===== config.mk =====
export PLATFORM = sky130hd
export DESIGN_NAME = mux_32x8
export DESIGN_NICKNAME = d
export VERILOG_FILES = /design/src/rtl/mux_32x8.sv
export SDC_FILE = /design/constraint.sdc
export NUM_CORES = 1
export LEC_CHECK = 0
export ABC_AREA = 1
export CAP_MARGIN = 20
export CELL_PAD_IN_SITES_DETAIL_PLACEMENT = 1
export CELL_PAD_IN_SITES_GLOBAL_PLACEMENT = 2
export CORE_ASPECT_RATIO = 0.75
export CORE_MARGIN = 5
export CORE_UTILIZATION = 30
export DETAILED_ROUTE_END_ITERATION = 8
export GPL_TIMING_DRIVEN = 0
export PLACE_DENSITY = 0.75
export RECOVER_POWER = 50
export REMOVE_ABC_BUFFERS = 1
export SYNTH_ARGS = -nofsm -noshare
export SYNTH_HDL_FRONTEND = slang
export SYNTH_SLANG_ARGS = --single-unit

===== constraint.sdc =====
create_clock -name clk_4f -period 1.7 [get_ports clk_4f]
set_clock_uncertainty 0.2 [all_clocks]
set_input_delay 0.425 -clock clk_4f [delete_from_list [all_inputs] [get_ports clk_4f]]
set_output_delay 0.425 -clock clk_4f [all_outputs]
set_load 0.01 [all_outputs]

===== src/rtl/mux_32x8.sv =====
// Width-down serializer: accepts WORD_W-bit words on a valid/ready handshake and
// emits them as NBYTES BYTE_W-bit bytes, MSB byte first, one byte per clk_4f cycle.
module mux_32x8 #(
  parameter int WORD_W = 32,
  parameter int BYTE_W = 8
) (
  input  logic              clk_4f,
  input  logic              reset,
  input  logic [WORD_W-1:0] data_in_32x8,
  input  logic              valid_in_32x8,
  output logic              ready_out_32x8,
  output logic [BYTE_W-1:0] data_out_32x8,
  output logic              valid_out_32x8
);

  localparam int NBYTES = WORD_W / BYTE_W;
  localparam int CW     = (NBYTES > 1) ? $clog2(NBYTES) : 1;
  localparam logic [CW-1:0] LAST_CNT = CW'(NBYTES - 1);

  localparam logic [0:0] IDLE = 1'b0;
  localparam logic [0:0] SEND = 1'b1;

  // Handshake: a word transfers on a rising clk_4f edge where valid_in_32x8 and
  // ready_out_32x8 are both high; the source holds the word until that edge.
  logic [0:0]        state;
  logic [CW-1:0]     cnt;
  logic [WORD_W-1:0] shreg;
  logic [WORD_W-1:0] hold_word;
  logic              hold_full;
  logic              accept;
  logic              last_edge;

  assign ready_out_32x8 = ~hold_full;
  assign accept         = valid_in_32x8 & ready_out_32x8;
  assign last_edge      = (state == SEND) && (cnt == LAST_CNT);

  // shreg holds only the bytes still to be shown; the byte being shown lives in data_out.
  always_ff @(posedge clk_4f) begin
    if (reset) begin
      state          <= IDLE;
      cnt            <= '0;
      shreg          <= '0;
      hold_word      <= '0;
      hold_full      <= 1'b0;
      data_out_32x8  <= '0;
      valid_out_32x8 <= 1'b0;
    end else begin
      case (state)
        IDLE: begin
          if (accept) begin
            shreg          <= {data_in_32x8[WORD_W-BYTE_W-1:0], {BYTE_W{1'b0}}};
            data_out_32x8  <= data_in_32x8[WORD_W-1 -: BYTE_W];
            valid_out_32x8 <= 1'b1;
            cnt            <= '0;
            state          <= SEND;
          end
        end
        SEND: begin
          if (last_edge) begin
            cnt <= '0;
            if (hold_full) begin
              shreg          <= {hold_word[WORD_W-BYTE_W-1:0], {BYTE_W{1'b0}}};
              data_out_32x8  <= hold_word[WORD_W-1 -: BYTE_W];
              hold_full      <= 1'b0;
            end else if (accept) begin
              // Bypass: the input word goes straight to the output, no idle cycle.
              shreg          <= {data_in_32x8[WORD_W-BYTE_W-1:0], {BYTE_W{1'b0}}};
              data_out_32x8  <= data_in_32x8[WORD_W-1 -: BYTE_W];
            end else begin
              data_out_32x8  <= '0;
              valid_out_32x8 <= 1'b0;
              state          <= IDLE;
            end
          end else begin
            cnt           <= cnt + CW'(1);
            data_out_32x8 <= shreg[WORD_W-1 -: BYTE_W];
            shreg         <= shreg << BYTE_W;
            if (accept) begin
              hold_word <= data_in_32x8;
              hold_full <= 1'b1;
            end
          end
        end
        default: begin
          state          <= IDLE;
          data_out_32x8  <= '0;
          valid_out_32x8 <= 1'b0;
        end
      endcase
    end
  end

endmodule

==> flow_summary_export.csv <==
group,metric,value,unit
critical_path,crit_fanout,13,
yosys,yosys_warnings,0,
power_and_ir_drop,leakage,0.00190,uW
route,top_layer,"met4",
yosys,syn_area,3700,um^2
critical_path,r2r_slack,0.06,ns
yosys,ys_ff_latch,77,
cts,htree_levels,3,
route,routedLengthMet1,6500,um
floorplan,die-area,14700,um^2
timing,finalHoldViolCount,0,
route,dr.pass1.iters,4,
yosys,yosysSeqAreaShare,41.7,%
cts,clockRootBuffer,"clkbuf_16",
yosys,netlist.area_leader.share,41.7,%
floorplan,core_area,12200,um^2
timing,relSlewSlack,68.9,%
cells_and_area,diodes,0,
critical_path,critPathKind,"reg -> reg",
yosys,avgSynthCellArea,6.42,um^2
critical_path,regToRegEndpoint,"hold_word[23]",
placed_design,dpl-instance-area,4170,um^2
critical_path,cp.required,1.73,ns
timing,finalSetupViolCount,0,
route,wl,13500,um
power_and_ir_drop,ir_worst_vdd,0.577,mV
floorplan,die_y,106,um
placed_design,io_buffers,44,
floorplan,pin_count,45,
cts,cts_buffers,9,
timing,whs,0.247,ns
cts,cts-hold-fix-buffers,0,
timing,period_share,96.7,%
route,wire_per_inst,17.0,um
power_and_ir_drop,power_density,958,nW/um^2
yosys,syn_inst,576,
cts,cts.clk_slew.worst_paths,0.06,ns
critical_path,startpoint_type,"flop",
route,wl_met3,469,um
floorplan,die_w,138,um
cells_and_area,post-route-cell-area,4830,um^2
route,drc,0,
min_path,min_path_cells,2,
critical_path,endpoint_kind,"flop",
timing,fmax,608,MHz
yosys,yosys.area.top_type,"dfxtp_1",
route,drt-initial-drc-count,187,
global_route,grt-ovfl-total,0,
floorplan,fp-row-count,35,
timing,period_minus_slack,1.64,ns
global_route,grt_pass1_wl,21600,um
cts,clock_path_buffers,2,
global_route,antenna_found_initial,0,
min_path,hold_end,"shreg[2]",
timing,slew_violations,0,
floorplan,initial_core_util,30.4,%
timing,rsz0062_at_grt,"true",
cts,clk_latency,0.33,ns
timing,worst_pin_slew,0.466,ns
critical_path,r2r_start,"cnt[0]",
timing,tns,0,ns
global_route,grt_usage,18.8,%
global_route,grt_max_degree,38,
route,dr_wl_met2,6400,um
job,maxCapViolations,0,
route,vias,3810,
status,run_status,"finished clean",
route,viasPerCell,4.82,
global_route,grt_pass1_vias,4032,
yosys,synth_cell_type_count,22,
cts,cts.sinks,77,
critical_path,reg2reg_depth,7,
critical_path,arrival,1.67,ns
route,antenna_left,0,
cells_and_area,area_growth,30.5,%
cts,cts_tree,"built",
min_path,min_from,"shreg[2]",
cells_and_area,final_nets,655,
cells_and_area,drive_above_1_share,9.29,%
placed_design,hpwl,6950,um
placed_design,gp_congestion,0.751,
min_path,hp-class,"reg -> reg",
yosys,synth_area_leaders,"dfxtp_1 42%, nand2_1 15%, nor2_1 15%, nand3_1 5.4%, a21oi_1 5.0%",
## metal layers
layer,track usage [%],vias up
li1,-,1910
met3,3.96,11
met5,0,-
met1,24.7,1827
met2,31.9,62
met4,4.23,0
## flip-flops by register name (all words and copies together), names as in the netlist
| signal | count |
|---|---|
| shreg | 32 |
| hold_word | 32 |
| hold_full | 1 |
| state | 1 |
| cnt | 2 |
| valid_out_32x8 | 1 |
| data_out_32x8 | 8 |
## layout make-up
cell class	instances	area [um^2]
clock inverters	1	5.00
inverters	32	154
repair inverters	1	8.76
fillers	1559	7350
well taps	166	208
multi-input cells	434	1960
clock buffers	15	268
flip-flops and latches	77	1550
repair buffers	64	672
## where the power goes
group          total [uW]  switching [uW]  internal (uW)
clock network        1810             738           1070
logic                 823             495            327
registers            1990            70.3           1920
## synthesized netlist by cell type (all sizes together)
library cell  count
a21oi            38
inv              32
buf              31
clkbuf            6
nor2            146
nand2           154
o21ai            35
dfxtp            77
nand3            40
nand3b            8
nor3              8
ha                1
## cell usage in the layout (no fill, tap or decap), drive strengths merged
cell type,n
nand2,156
nor2,147
dfxtp,77
nand3,40
a21oi,38
o21ai,36
clkdlybuf4s50,32
inv,31
buf,22
clkbuf,15
dlygate4sd2,9
nor3,8
nand3b,8
clkinvlp,2
ha,1
clkinv,1
clkdlybuf4s15,1
## worst max path at each step
| stage | startpoint | endpoint | slack [ns] |
|---|---|---|---|
| 3_3_place_gp | valid_in_32x8 | hold_word[23] | -2.47 |
| 5_1_grt | hold_full | hold_word[29] | -0.01 |
| 3_5_place_dp | hold_full | hold_word[25] | -1.42 |
| 6_report | cnt[0] | hold_word[23] | 0.06 |
| 4_1_cts | valid_in_32x8 | hold_word[25] | 0.03 |
| 2_1_floorplan | hold_full | hold_word[0] | -0.65 |
## kinds of logic (layout without fill, tap and decap cells)
kind of cell | Yosys count | in the layout | share of synthesized area (%)
simple gates | 356 | 359 | 39.2
buf+inv | 69 | 113 | 8.52
flops | 77 | 77 | 41.7
compound gates | 73 | 74 | 10.3
fa+ha+maj | 1 | 1 | 0.338
## critical path, cell delays in order (launching register included)
cell     delay, ns
dfxtp_1       0.39
ha_4          0.23
inv_6         0.09
nand2_8       0.16
nor2_4        0.07
buf_12        0.16
o21ai_0       0.17
nor2_1        0.06
## metrics by stage
step                      setup slack, ns  cells  util [%]  power, uW
final                              0.0563    790      39.7       4620
after global routing              -0.0140    790      39.7       4840
after CTS                          0.0341    789      39.4       4660
after detailed placement            -1.42    750      34.3       2720
after global placement              -2.47    749      34.1       2690
after floorplan                    -0.650    539         -       2390
## what timing repair did
item,CTS,global route
gates resized for setup,43,5
pin swaps,6,2
cloned,5,0
buffers inserted,18,1
setup endpoints to repair,87,32
(Power assumes the default switching activity.)
